<file path="config.mk">
export PLATFORM = sky130hd
export DESIGN_NAME = button_conditioner
export DESIGN_NICKNAME = d
export VERILOG_FILES = /design/src/rtl/button_pkg.sv /design/src/rtl/button_channel.sv /design/src/rtl/button_conditioner.sv
export SDC_FILE = /design/constraint.sdc
export NUM_CORES = 1
export LEC_CHECK = 0
export BUFFER_PORTS_ARGS = -buffer_cell sky130_fd_sc_hd__buf_2
export CAP_MARGIN = 20
export CORE_MARGIN = 2
export CORE_UTILIZATION = 30
export DETAILED_ROUTE_END_ITERATION = 10
export GPL_ROUTABILITY_DRIVEN = 1
export PLACE_DENSITY_LB_ADDON = 0.25
export SLEW_MARGIN = 15
export SYNTH_ARGS = -nofsm -noshare
export SYNTH_HDL_FRONTEND = slang
export SYNTH_SLANG_ARGS = --single-unit
</file>
<file path="constraint.sdc">
create_clock -name clk -period 3.95 [get_ports clk]
set_clock_uncertainty 0.05 [all_clocks]
set_input_delay 0.5925 -clock clk [delete_from_list [all_inputs] [get_ports clk]]
set_output_delay 0.5925 -clock clk [all_outputs]
set_load 0.005 [all_outputs]
</file>
<file path="src/rtl/button_pkg.sv">
// Shared types and helpers for the pushbutton conditioning path.
package button_pkg;

    // Board clock used to derive the default timing parameters.
    localparam int CLK_HZ = 50_000_000;

    // Per-channel debounce state.
    typedef enum logic [1:0] {
        IDLE      = 2'd0,
        ARM_PRESS = 2'd1,
        HELD      = 2'd2,
        ARM_REL   = 2'd3
    } btn_state_t;

    // Converts a duration in milliseconds into clock cycles at clk_hz.
    function automatic int ms_to_cycles(input int clk_hz, input int ms);
        return (clk_hz / 1000) * ms;
    endfunction

endpackage

</file>
<file path="src/rtl/button_channel.sv">
// One pushbutton channel: 2-FF synchronizer, counter debounce,
// press/release strobes and optional hold-to-repeat strobes.
module button_channel
    import button_pkg::*;
#(
    parameter int DEBOUNCE_CYCLES = 500_000,
    parameter int REPEAT_DELAY    = 25_000_000,
    parameter int REPEAT_PERIOD   = 10_000_000,
    parameter bit REPEAT_EN       = 1'b0
)(
    input  logic clk,
    input  logic hrd_rst_n,
    input  logic btn_n,
    output logic btn_level,
    output logic btn_press,
    output logic btn_release,
    output logic btn_repeat
);

    localparam int DB_W = (DEBOUNCE_CYCLES > 1) ? $clog2(DEBOUNCE_CYCLES) : 1;
    localparam int RP_W = (REPEAT_DELAY > 1) ? $clog2(REPEAT_DELAY) : 1;

    localparam logic [DB_W-1:0] DB_LAST    = DB_W'(DEBOUNCE_CYCLES - 1);
    localparam logic [RP_W-1:0] REP_LAST   = RP_W'(REPEAT_DELAY - 1);
    localparam logic [RP_W-1:0] REP_RELOAD = RP_W'(REPEAT_DELAY - REPEAT_PERIOD);

    generate
        if (DEBOUNCE_CYCLES < 2 || REPEAT_PERIOD < 1 || REPEAT_PERIOD > REPEAT_DELAY) begin : g_bad_params
            $error("button_channel: illegal debounce/repeat parameters");
        end
    endgenerate

    logic            sync1_reg;
    logic            sync2_reg;
    btn_state_t      state_reg;
    logic [DB_W-1:0] db_cnt_reg;
    logic [RP_W-1:0] rep_cnt_reg;
    logic            level_reg;
    logic            press_reg;
    logic            release_reg;
    logic            repeat_reg;

    // Bring the asynchronous pin into clk, inverted to active-high; reset to released.
    always_ff @(posedge clk) begin
        if (!hrd_rst_n) begin
            sync1_reg <= 1'b0;
            sync2_reg <= 1'b0;
        end else begin
            sync1_reg <= ~btn_n;
            sync2_reg <= sync1_reg;
        end
    end

    // Debounce FSM with registered level/strobe outputs and hold-repeat counter.
    always_ff @(posedge clk) begin
        if (!hrd_rst_n) begin
            state_reg   <= IDLE;
            db_cnt_reg  <= '0;
            rep_cnt_reg <= '0;
            level_reg   <= 1'b0;
            press_reg   <= 1'b0;
            release_reg <= 1'b0;
            repeat_reg  <= 1'b0;
        end else begin
            press_reg   <= 1'b0;
            release_reg <= 1'b0;
            repeat_reg  <= 1'b0;

            unique case (state_reg)
                IDLE: begin
                    if (sync2_reg) begin
                        state_reg  <= ARM_PRESS;
                        db_cnt_reg <= '0;
                    end
                end
                ARM_PRESS: begin
                    if (!sync2_reg) begin
                        state_reg <= IDLE;
                    end else if (db_cnt_reg == DB_LAST) begin
                        state_reg   <= HELD;
                        level_reg   <= 1'b1;
                        press_reg   <= 1'b1;
                        rep_cnt_reg <= '0;
                    end else begin
                        db_cnt_reg <= db_cnt_reg + 1'b1;
                    end
                end
                HELD: begin
                    if (!sync2_reg) begin
                        state_reg  <= ARM_REL;
                        db_cnt_reg <= '0;
                    end
                end
                ARM_REL: begin
                    if (sync2_reg) begin
                        state_reg <= HELD;
                    end else if (db_cnt_reg == DB_LAST) begin
                        state_reg   <= IDLE;
                        level_reg   <= 1'b0;
                        release_reg <= 1'b1;
                    end else begin
                        db_cnt_reg <= db_cnt_reg + 1'b1;
                    end
                end
                default: begin
                    state_reg <= IDLE;
                end
            endcase

            // Hold timer keeps running through a release bounce; the reload
            // after the first tick spaces later ticks by the repeat period.
            if (REPEAT_EN && (state_reg == HELD || state_reg == ARM_REL)) begin
                if (rep_cnt_reg == REP_LAST) begin
                    repeat_reg  <= 1'b1;
                    rep_cnt_reg <= REP_RELOAD;
                end else begin
                    rep_cnt_reg <= rep_cnt_reg + 1'b1;
                end
            end
        end
    end

    assign btn_level   = level_reg;
    assign btn_press   = press_reg;
    assign btn_release = release_reg;
    assign btn_repeat  = repeat_reg;

endmodule

</file>
<file path="src/rtl/button_conditioner.sv">
// Conditions the raw active-low game pushbuttons into debounced levels and
// single-cycle press/release/repeat strobes, one independent channel per key.
module button_conditioner
    import button_pkg::*;
#(
    parameter int                 NUM_BTN         = 3,
    parameter int                 DEBOUNCE_CYCLES = ms_to_cycles(CLK_HZ, 10),
    parameter int                 REPEAT_DELAY    = ms_to_cycles(CLK_HZ, 500),
    parameter int                 REPEAT_PERIOD   = ms_to_cycles(CLK_HZ, 200),
    parameter logic [NUM_BTN-1:0] REPEAT_MASK     = 3'b010
)(
    input  logic               clk,
    input  logic               hrd_rst_n,
    input  logic [NUM_BTN-1:0] btn_n,
    output logic [NUM_BTN-1:0] btn_level,
    output logic [NUM_BTN-1:0] btn_press,
    output logic [NUM_BTN-1:0] btn_release,
    output logic [NUM_BTN-1:0] btn_repeat
);

    genvar gi;
    generate
        for (gi = 0; gi < NUM_BTN; gi++) begin : g_chan
            button_channel #(
                .DEBOUNCE_CYCLES (DEBOUNCE_CYCLES),
                .REPEAT_DELAY    (REPEAT_DELAY),
                .REPEAT_PERIOD   (REPEAT_PERIOD),
                .REPEAT_EN       (REPEAT_MASK[gi])
            ) u_chan (
                .clk         (clk),
                .hrd_rst_n   (hrd_rst_n),
                .btn_n       (btn_n[gi]),
                .btn_level   (btn_level[gi]),
                .btn_press   (btn_press[gi]),
                .btn_release (btn_release[gi]),
                .btn_repeat  (btn_repeat[gi])
            );
        end
    endgenerate

endmodule

</file>
After elaboration in Yosys (flattened, before gate mapping):

Cells that the tools add are included.

* register bits: 104
* input port bits: 5
* word-level logic and storage cells: 161

* add/sub/neg operators: 4
* equality and inequality tests: 37
* mux-type cells: 63
* bitwise logic cells: 7
* reduce and logical (&&, ||, !) cells: 27

Operators by type and width (count)
* $mux 19: 15
* $pmux 19 s4: 3
* $mux 25: 5
* $add 19x1->19 const B: 3
* $eq 19x19->1 const B: 3
* $mux 2: 18
* $add 25x1->25 const B: 1
* $eq 25x25->1 const B: 1
* $ne 2x1->1 const B: 12
* $pmux 2 s4: 3
* $reduce_and 4->1: 6
* $mux 1: 16
* $reduce_and 5->1: 3
* $eq 2x2->1 const B: 6
* $ne 2x2->1 const B: 6
* $reduce_and 3->1: 4
* $reduce_bool 2->1: 6
* $ne 3x1->1 const B: 3
* $ne 3x3->1 const B: 3
* $reduce_or 3->1: 3
* $not 1->1: 7
* $eq 2x1->1 const B: 3
* $logic_not 2->1: 3
* $pmux 1 s2: 3
* other kinds (2): 2

Longest topological paths before layout:

Gate-level depths: netlist of the first run.

* depth after elaboration: 5
* depth in mapped cells: 7

By module:

From an unflattened synthesis of the first run, not the netlist that was laid out.

* cells, all modules: 671
* area total of the unflattened synthesis: 5402.7 um^2

By module, submodules not included
* button_channel (g_chan[0].u_chan ...): times used 2, cells each 169, area each 1368.8 um^2, sequential area each 520.5 um^2
* button_channel (g_chan[1].u_chan): times used 1, cells each 333, area each 2665.1 um^2, sequential area each 1041.0 um^2

Least setup slack after synthesis of the first run:

Ideal clock, no wire load.

* path kind: reg-to-reg
* from: reg g_chan[1].u_chan.db_cnt_reg[10]
* to: reg g_chan[1].u_chan.db_cnt_reg[5]
* library setup time: 0.138 ns
* arrival: 1.885 ns
* data required time: 3.762 ns
* slack: 1.877 ns
* stages on the path, launching flop included: 7
* buffers on the path: 1
* clock period less this slack: 2.073 ns
* path through: dfxtp_1 > or4_4 > or4_4 > o21ai_4 > buf_6 > or3_1 > a21oi_1

* word-level cells in the longest chain between the ends: 4
* elaborated cells between the ends (all ways): 5
* those cells by class: eq/ne: 1; mux: 4

Ends and longest elaborated chain
* from (decl): RTL line button_channel.sv:36 `logic [DB_W-1:0] db_cnt_reg;`
* from (signal assigned): RTL line button_channel.sv:85 `db_cnt_reg <= db_cnt_reg + 1'b1;`
* from (signal assigned): RTL line button_channel.sv:102 `db_cnt_reg <= db_cnt_reg + 1'b1;`
* $eq 19x19->1 (*): RTL line button_channel.sv:79, button_channel.sv:97
* $mux 19 (*)
* $mux 19, on equally long branches
* $pmux 19 s4 (*)

Mark *: on every way between the ends. The rest lies on a longest branch, timed or not. The select of a mux whose other input is x is not followed.
A chain may end at the register's enable or synchronous reset.

Worst setup path in the final report of the first run:

* from: reg g_chan[1].u_chan.rep_cnt_reg[3]
* to: reg g_chan[1].u_chan.rep_cnt_reg[24]

* word-level cells in the longest chain between the ends: 3
* elaborated cells between the ends (all ways): 4
* those cells by class: add/sub: 1; eq/ne: 1; mux: 2

Ends and longest elaborated chain
* from (decl): RTL line button_channel.sv:37 `logic [RP_W-1:0] rep_cnt_reg;`
* from (signal assigned): RTL line button_channel.sv:117 `rep_cnt_reg <= rep_cnt_reg + 1'b1;`
* $add 25x1->25 or $eq 25x25->1 (tied branches): RTL line button_channel.sv:117, button_channel.sv:113
* $mux 25 (*): RTL line button_channel.sv:113 `if (rep_cnt_reg == REP_LAST) begin`
* $mux 25 (*): RTL line button_channel.sv:112 `if (REPEAT_EN && (state_reg == HELD || state_reg == ARM_REL)) begin`

Mark *: on every way between the ends. The rest lies on a longest branch, timed or not.

==> flow_metrics.tcl, run 1 <==
set metrics [dict create \
    finalMaxSlewViolations 0 \
    synth_area_um2 5230 \
    sequentialPowerShare 0.534 \
    combPwrFrac 0.028 \
    power.share.clock 0.438 \
    hold_buffers 0 \
    synth_warnings 0 \
    syn_inst 624 \
    dp.cells 835 \
    n_antenna_cell 0 \
    ys_seq_elements 104 \
    cts_sinks 104 \
    grt_antenna_before_repair 0 \
    grt_pass1_vias 4175 \
    instances_no_fill 851 \
    syn_area_per_cell_um2 8.38 \
    endpoint_kind "flop" \
    p_per_area_nw_per_um2 346 \
    ys_seq_area_frac 0.398 \
    largest_reg_flops 57 \
    vias 4466 \
    hp-class "input port to flop" \
    post_cts_buffers 0 \
    path_clk_slew_ns 0.07 \
    hpwl_um 8100 \
    die_w_um 136 \
    drv_cap 0 \
    async_reset_ff_frac 0 \
    ys_types 62 \
    finalCritPeriodShare 0.594 \
    finalSetupViolCount 0 \
    p_leak_uw 0.00186 \
    postRouteAntennaNets 0 \
    ctsRootBufferMaster "clkbuf_16" \
    gr-total-overflow 0 \
    cp_max_fo 9 \
    drtIter0Drc 309 \
    fin_crit_ns 2.35 \
    cts_inserted_buffers 9 \
    max_freq_mhz 426 \
    path_class "flop to flop" \
    ios 17 \
    switching_share 0.239 \
    layout_commonest_cell "dfxtp_1" \
    final_cell_mix "104 x dfxtp_1, 52 x nor2_1, 47 x nand2_1, 39 x nand3_1, 34 x a21oi_1" \
    start_kind "flop" \
    grt.total_usage 0.135 \
    fin_nets 630 \
    seq_area_um2 2080 \
    arrival_ns 2.58 \
    wl_per_cell_um 13.9 \
    grt_pass1_wl_um 20300 \
    fill_cells 1838 \
    irDropWorstVdd_uv 324 \
    slew_headroom 0.329 \
    placeableCoreArea_um2 17200 \
    setup_tns_ns 0 \
    multi_input_comb_area_um2 2900 \
    row_count 48 \
    die_h_um 136 \
    start_util 0.304 \
    post_cts_resized 0 \
    p_int_uw 1510 \
    synth_enable_flop_cells 0 \
    finalHoldViolCount 0 \
    p_switching_uw 477 \
    first_pass_iters 4 \
    dp_slack_ns 1.44 \
    areaGrowthSynthToFinish_pct 9.89 \
    routed_via_density 5.25 \
    h-tree-depth 3 \
    power_uw 1990 \
    gp_congestion 0.855 \
    rsz0062_at_grt "false" \
    io_buffers 14 \
    drive_gt1_frac 0.0847 \
    die-area_um2 18500 \
    drcViolationCount 0 \
    wl_um 11800 \
    status "finished clean" \
    cts_buffer_depth 2 \
    finalWorstSetupSlack_ns 1.60 \
    clk_latency_ns 0.35 \
    cp_data_required_time_ns 4.18 \
    postLayoutCellArea_um2 5740 \
    placed_area_um2 5450 \
    cts_tree "done" \
    tightest_slew_ns 0.999 \
    synth_ff_type "dfxtp_1" \
    grt_start_max_net_pins 35 \
]
-- power groups by stage --
| stage | clock network, uW | registers, uW | logic (uW) |
|---|---|---|---|
| after CTS | 902 | 1060 | 55.4 |
| after global placement | 0 | 1090 | 54.3 |
| after floorplan | 0 | 1080 | 42.7 |
| final | 872 | 1060 | 55.2 |
| after global routing | 947 | 1060 | 62.1 |
| after detailed placement | 0 | 1090 | 55.0 |
-- cell usage after synthesis (7+ instances only) --
master / number / area share
nor2b_1: 7 / 0.0084
nand4_1: 27 / 0.032
dfxtp_1: 104 / 0.40
buf_4: 12 / 0.017
a21oi_1: 34 / 0.033
and2_1: 12 / 0.014
mux2i_1: 8 / 0.015
a21boi_0: 7 / 0.010
nor2_1: 52 / 0.037
inv_1: 14 / 0.010
clkbuf_1: 24 / 0.017
nand2_1: 47 / 0.034
nor3_1: 14 / 0.013
o21ai_1: 12 / 0.011
xor2_1: 12 / 0.020
xnor2_1: 22 / 0.037
or3_1: 15 / 0.018
o21ai_0: 29 / 0.028
or4_1: 7 / 0.010
nand3_1: 39 / 0.037
a31oi_1: 13 / 0.016
and3_1: 15 / 0.018
-- logic make-up (layout without fill, tap and decap cells) --
family	count (synthesis)	in the layout	synth area share
compound gates	134	134	0.158
xor+xnor	34	34	0.0570
fa+ha+maj	4	4	0.00957
buf+inv	52	53	0.0476
flops	104	104	0.398
mux	11	11	0.0218
other cells	1	2	0.000717
simple gates	284	284	0.307
-- final cells by class --
type | instances | share of cell area
clock inverter | 7 | 0.0113
multi-input combinational | 469 | 0.505
sequential | 104 | 0.362
timing repair buffer | 23 | 0.0240
clock buffer | 9 | 0.0392
tap | 225 | 0.0490
inverter | 14 | 0.00915
-- worst paths after layout --
| check | startpoint | to | slack (ns) | cells after the start |
|---|---|---|---|---|
| worst max-delay path | g_chan[1].u_chan.rep_cnt_reg[3]$_SDFFE_PN0P_ | g_chan[1].u_chan.rep_cnt_reg[24]$_SDFFE_PN0P_ | 1.60 | 5 |
| worst min register to register | g_chan[0].u_chan.sync1_reg$_SDFF_PN0_ | g_chan[0].u_chan.sync2_reg$_SDFF_PN0_ | 0.40 | 1 |
| worst max register to register | g_chan[1].u_chan.rep_cnt_reg[3]$_SDFFE_PN0P_ | g_chan[1].u_chan.rep_cnt_reg[24]$_SDFFE_PN0P_ | 1.60 | 5 |
| worst min-delay path | btn_n[0] | g_chan[0].u_chan.sync1_reg$_SDFF_PN0_ | 0.33 | 2 |
-- worst max-delay path: stages, from the launching register on --
cell,delay [ns]
dfxtp_1,0.41
nand3_1,0.30
nor4_2,0.84
nand3_1,0.21
or3_1,0.35
mux2i_1,0.12
-- through the flow --
stage	util	hold slack, ns
2_1_floorplan	-	0.362
3_5_place_dp	0.318	0.372
4_1_cts	0.334	0.321
5_1_grt	0.334	0.317
6_report	0.334	0.334
3_3_place_gp	0.318	0.372
-- per-layer routing --
layer  track usage  vias up  part of all wire
met3        0.0421       18             0.043
met2         0.217       71              0.45
met5             0        -                 0
met4        0.0422        0             0.017
met1         0.171     2101              0.49
li1              -     2276                 -
Note: power is estimated with default switching activity, not from simulation.
==> inputs of run 2 (changes only) <==
==> constraint.sdc (replaced) <==
create_clock -name clk -period 2.35 [get_ports clk]
set_clock_uncertainty 0.05 [all_clocks]
set_input_delay 0.3525 -clock clk [delete_from_list [all_inputs] [get_ports clk]]
set_output_delay 0.3525 -clock clk [all_outputs]
set_load 0.005 [all_outputs]
==> run 2 against run 1 <==
Sequential power increased by 68%. Setup slack got worse by 1.4 ns. Total power increased by 75%. Die area unchanged. First-iteration DRC count increased by 7.4%. Register-to-register slack got worse by 1.4 ns.
==> flow_metrics.tcl, run 2 (synthesized netlist as in run 1, its figures left out) <==
set metrics [dict create \
    placeableCoreArea_um2 17200 \
    layout_commonest_cell "dfxtp_1" \
    finalSetupViolCount 0 \
    start_util 0.304 \
    max_freq_mhz 459 \
    finalWorstSetupSlack_ns 0.172 \
    grt_antenna_before_repair 0 \
    post_cts_buffers 0 \
    largest_reg_flops 57 \
    p_leak_uw 0.00196 \
    p_per_area_nw_per_um2 590 \
    cts_sinks 104 \
    cts_tree "done" \
    path_class "flop to flop" \
    fin_hold_ws_ns 0.0842 \
    critPathBufInv 0 \
    gr-total-overflow 0 \
    path_cells "or4b_1 -> or4_4 -> o21ai_4 -> or4_1 -> a21oi_1" \
    ctsRootBufferMaster "clkbuf_16" \
    first_pass_iters 5 \
    grt_pass1_wl_um 20300 \
    hp-class "input port to flop" \
    drcViolationCount 0 \
    slew_headroom 0.569 \
    critPathLaunch "g_chan[1].u_chan.db_cnt_reg[5]$_SDFFE_PN0P_" \
    irDropWorstVdd_uv 464 \
    wl_per_cell_um 13.8 \
    placed_area_um2 5590 \
    finalHoldViolCount 0 \
    die_h_um 136 \
    grt_pass1_vias 4203 \
    endpoint_kind "flop" \
    path_clk_slew_ns 0.08 \
    fill_cells 1825 \
    tightest_slew_ns 0.641 \
    seq_area_um2 2080 \
    n_antenna_cell 0 \
    grt_start_max_net_pins 30 \
    cts_inserted_buffers 9 \
    routed_via_density 5.22 \
    grt.total_usage 0.136 \
    die_w_um 136 \
    ios 17 \
    gp_congestion 0.846 \
    clk_latency_ns 0.36 \
    crit_family "simple AND/OR/NAND/NOR gates" \
    hold_buffers 0 \
    areaGrowthSynthToFinish_pct 12.9 \
    arrival_ns 2.37 \
    finalMaxSlewViolations 0 \
    postLayoutCellArea_um2 5900 \
    post_cts_resized 0 \
    fin_crit_ns 2.18 \
    final_cell_mix "104 x dfxtp_1, 52 x nor2_1, 47 x nand2_1, 39 x nand3_1, 34 x a21oi_1" \
    postRouteAntennaNets 0 \
    cp_max_fo 15 \
    dp_slack_ns 0.167 \
    h-tree-depth 3 \
    crit_path_top_delay_cell "or4b_1" \
    hold_start "btn_n[1]" \
    cp_data_required_time_ns 2.55 \
    drive_gt1_frac 0.110 \
    setup_tns_ns 0 \
    wl_um 12000 \
    max_stage_delay_ns 0.60 \
    hpwl_um 8450 \
    finalCritPeriodShare 0.927 \
    fin_nets 648 \
    cts_buffer_depth 2 \
    multi_input_comb_area_um2 2900 \
    rr_startpoint "g_chan[1].u_chan.db_cnt_reg[5]$_SDFFE_PN0P_" \
    drtIter0Drc 332 \
    post-route-util 0.344 \
    rsz0062_at_grt "false" \
    start_kind "flop" \
    drv_cap 0 \
    vias 4533 \
    die-area_um2 18500 \
    status "finished clean" \
    row_count 48 \
    io_buffers 14 \
]
## run 2: metrics by stage
stage,total power [uW],std cells
floorplan,1890,625
global placement,1920,853
detailed placement,1920,853
CTS,3540,869
global route,3620,869
finish,3480,869
## run 2: layout make-up
type                    count  share of cell area
well taps                 225              0.0477
clock buffers               9              0.0382
repair buffers             41              0.0462
inverters                  14             0.00891
multi-input cells         469               0.492
clock inverters             7              0.0146
flip-flops and latches    104               0.353
## run 2: where the power goes
part / internal, uW / switching (uW)
sequential: 1770 / 12.4
combinational: 35.5 / 60.6
clock: 855 / 748
total: 2660 / 821
## run 2: layer usage
layer | up-vias | global-route usage | share of wire
li1 | 2300 | - | -
met5 | - | 0 | 0
met2 | 73 | 0.219 | 0.46
met4 | 0 | 0.0388 | 0.0086
met1 | 2150 | 0.176 | 0.50
met3 | 10 | 0.0406 | 0.036
## run 2: path summary, 6_finish.rpt
kind | endpoint | slack [ns] | cells after the start
setup reg to reg | g_chan[1].u_chan.db_cnt_reg[17]$_SDFFE_PN0P_ | 0.17 | 5
hold reg to reg | g_chan[0].u_chan.sync2_reg$_SDFF_PN0_ | 0.39 | 1
hold / removal | g_chan[1].u_chan.sync1_reg$_SDFF_PN0_ | 0.08 | 2
setup / recovery | g_chan[1].u_chan.db_cnt_reg[17]$_SDFFE_PN0P_ | 0.17 | 5
==> inputs of run 3 (changes only) <==
--- a/config.mk
+++ b/config.mk
@@ -7,6 +7,7 @@
 export LEC_CHECK = 0
 export BUFFER_PORTS_ARGS = -buffer_cell sky130_fd_sc_hd__buf_2
 export CAP_MARGIN = 20
+export CORE_ASPECT_RATIO = 0.6
 export CORE_MARGIN = 2
 export CORE_UTILIZATION = 30
 export DETAILED_ROUTE_END_ITERATION = 10
==> run 3 against run 2 <==
Sequential share of layout area is 0.66 points lower. Wire length is 3.2% higher. First-iteration DRC count is 2.1% lower. Flip-flop and latch count stayed put. Die area is 0.18% higher. Fmax is 3.9% lower. Setup slack worse by 0.088 ns. Largest cell class unchanged.
==> flow_metrics.tcl, run 3 (synthesized netlist as in run 1, its figures left out) <==
set metrics [dict create \
    tightest_slew_ns 0.918 \
    irDropWorstVdd_uv 313 \
    largest_reg_flops 57 \
    drv_cap 0 \
    start_kind "flop" \
    hp-class "input port to flop" \
    finalCritPeriodShare 0.964 \
    ctsRootBufferMaster "clkbuf_16" \
    die_w_um 174 \
    post_cts_buffers 0 \
    grt_pass1_wl_um 21500 \
    dp_slack_ns 0.135 \
    areaGrowthSynthToFinish_pct 15.0 \
    critPathBufInv 1 \
    clk_latency_ns 0.35 \
    hold_buffers 0 \
    p_leak_uw 0.00202 \
    max_freq_mhz 441 \
    fill_cells 1770 \
    cts_sinks 104 \
    fin_nets 658 \
    start_util 0.306 \
    layout_commonest_cell "dfxtp_1" \
    cts_inserted_buffers 9 \
    ios 17 \
    routed_via_density 5.20 \
    max_stage_delay_ns 0.56 \
    crit_family "simple AND/OR/NAND/NOR gates" \
    power_uw 3580 \
    path_clk_slew_ns 0.07 \
    vias 4615 \
    die-area_um2 18500 \
    rsz0062_at_grt "false" \
    drive_gt1_frac 0.124 \
    cp_max_fo 21 \
    post_cts_resized 0 \
    path_cells "or4_4 -> nor4_2 -> a31oi_1 -> buf_4 -> a21o_1 -> a22o_1" \
    arrival_ns 2.46 \
    setup_tns_ns 0 \
    fin_crit_ns 2.27 \
    postRouteAntennaNets 0 \
    grt_start_max_net_pins 31 \
    finalSetupViolCount 0 \
    grt_antenna_before_repair 0 \
    path_class "flop to flop" \
    grt_pass1_vias 4274 \
    seq_area_um2 2080 \
    slew_headroom 0.384 \
    placeableCoreArea_um2 17100 \
    p_per_area_nw_per_um2 595 \
    crit_path_top_delay_cell "or4_4" \
    grt.total_usage 0.141 \
    cts_tree "done" \
    n_antenna_cell 0 \
    wl_per_cell_um 14.0 \
    hpwl_um 8960 \
    endpoint_kind "flop" \
    wl_um 12400 \
    cts_buffer_depth 2 \
    io_buffers 14 \
    first_pass_iters 6 \
    row_count 37 \
    die_h_um 106 \
    final_cell_mix "104 x dfxtp_1, 52 x nor2_1, 47 x nand2_1, 39 x nand3_1, 37 x buf_4" \
    finalHoldViolCount 0 \
    drtIter0Drc 325 \
    multi_input_comb_area_um2 2900 \
    finalWorstSetupSlack_ns 0.0842 \
    status "finished clean" \
    gr-total-overflow 0 \
    gp_congestion 0.880 \
    drcViolationCount 0 \
    finalMaxSlewViolations 0 \
    h-tree-depth 3 \
    cp_data_required_time_ns 2.54 \
]
-- run 3: cell types whose count changed in the layout (fill, tap and decap cells not counted), sizes merged --
cell / previous run / this run
clkinvlp: 0 / 1
buf: 41 / 51
inv: 19 / 16
clkinv: 1 / 0
bufinv: 1 / 2
clkbuf: 9 / 11
-- run 3: worst register-to-register path: stages, from the launching register on --
cell and delay [ns]:
dfxtp_1 0.34, or4_4 0.56, nor4_2 0.43, a31oi_1 0.15, buf_4 0.23, a21o_1 0.18, a22o_1 0.22
-- run 3: power breakdown --
part | total (uW) | switching [uW] | internal (uW)
Sequential | 1790 | 12.6 | 1770
Combinational | 98.0 | 61.7 | 36.3
Clock | 1690 | 693 | 1000
Total | 3580 | 767 | 2810
-- run 3: worst paths after layout --
check        slack [ns]                                            end                                          from  cells after the start
max                0.08  g_chan[1].u_chan.rep_cnt_reg[19]$_SDFFE_PN0P_  g_chan[1].u_chan.db_cnt_reg[11]$_SDFFE_PN0P_                      6
min                0.10          g_chan[0].u_chan.sync1_reg$_SDFF_PN0_                                      btn_n[0]                      2
max reg2reg        0.08  g_chan[1].u_chan.rep_cnt_reg[19]$_SDFFE_PN0P_  g_chan[1].u_chan.db_cnt_reg[11]$_SDFFE_PN0P_                      6
min reg2reg        0.39          g_chan[2].u_chan.sync2_reg$_SDFF_PN0_         g_chan[2].u_chan.sync1_reg$_SDFF_PN0_                      1
-- run 3: final cells by class --
class / instances / share of cell area
clock buffer: 11 / 0.0420
multi-input combinational: 469 / 0.482
clock inverter: 5 / 0.0141
tap: 234 / 0.0487
inverter: 14 / 0.00874
sequential: 104 / 0.346
timing repair buffer: 51 / 0.0578
-- run 3: per-layer routing --
layer | track usage | wire length [um] | share of wire
met2 | 0.209 | 5140 | 0.41
met5 | 0 | 0 | 0
met4 | 0.0294 | 73 | 0.0059
met1 | 0.208 | 6650 | 0.54
met3 | 0.0322 | 554 | 0.045
-- run 3: per-stage QoR --
stage                      util  instances  hold WS (ns)  area (um^2)
final                     0.352        888         0.101         6010
after global routing      0.352        888        0.0804         6010
after CTS                 0.352        888        0.0851         6010
after detailed placement  0.332        872         0.386         5680
after global placement    0.332        872         0.370         5680
after floorplan               -        625         0.362         5230
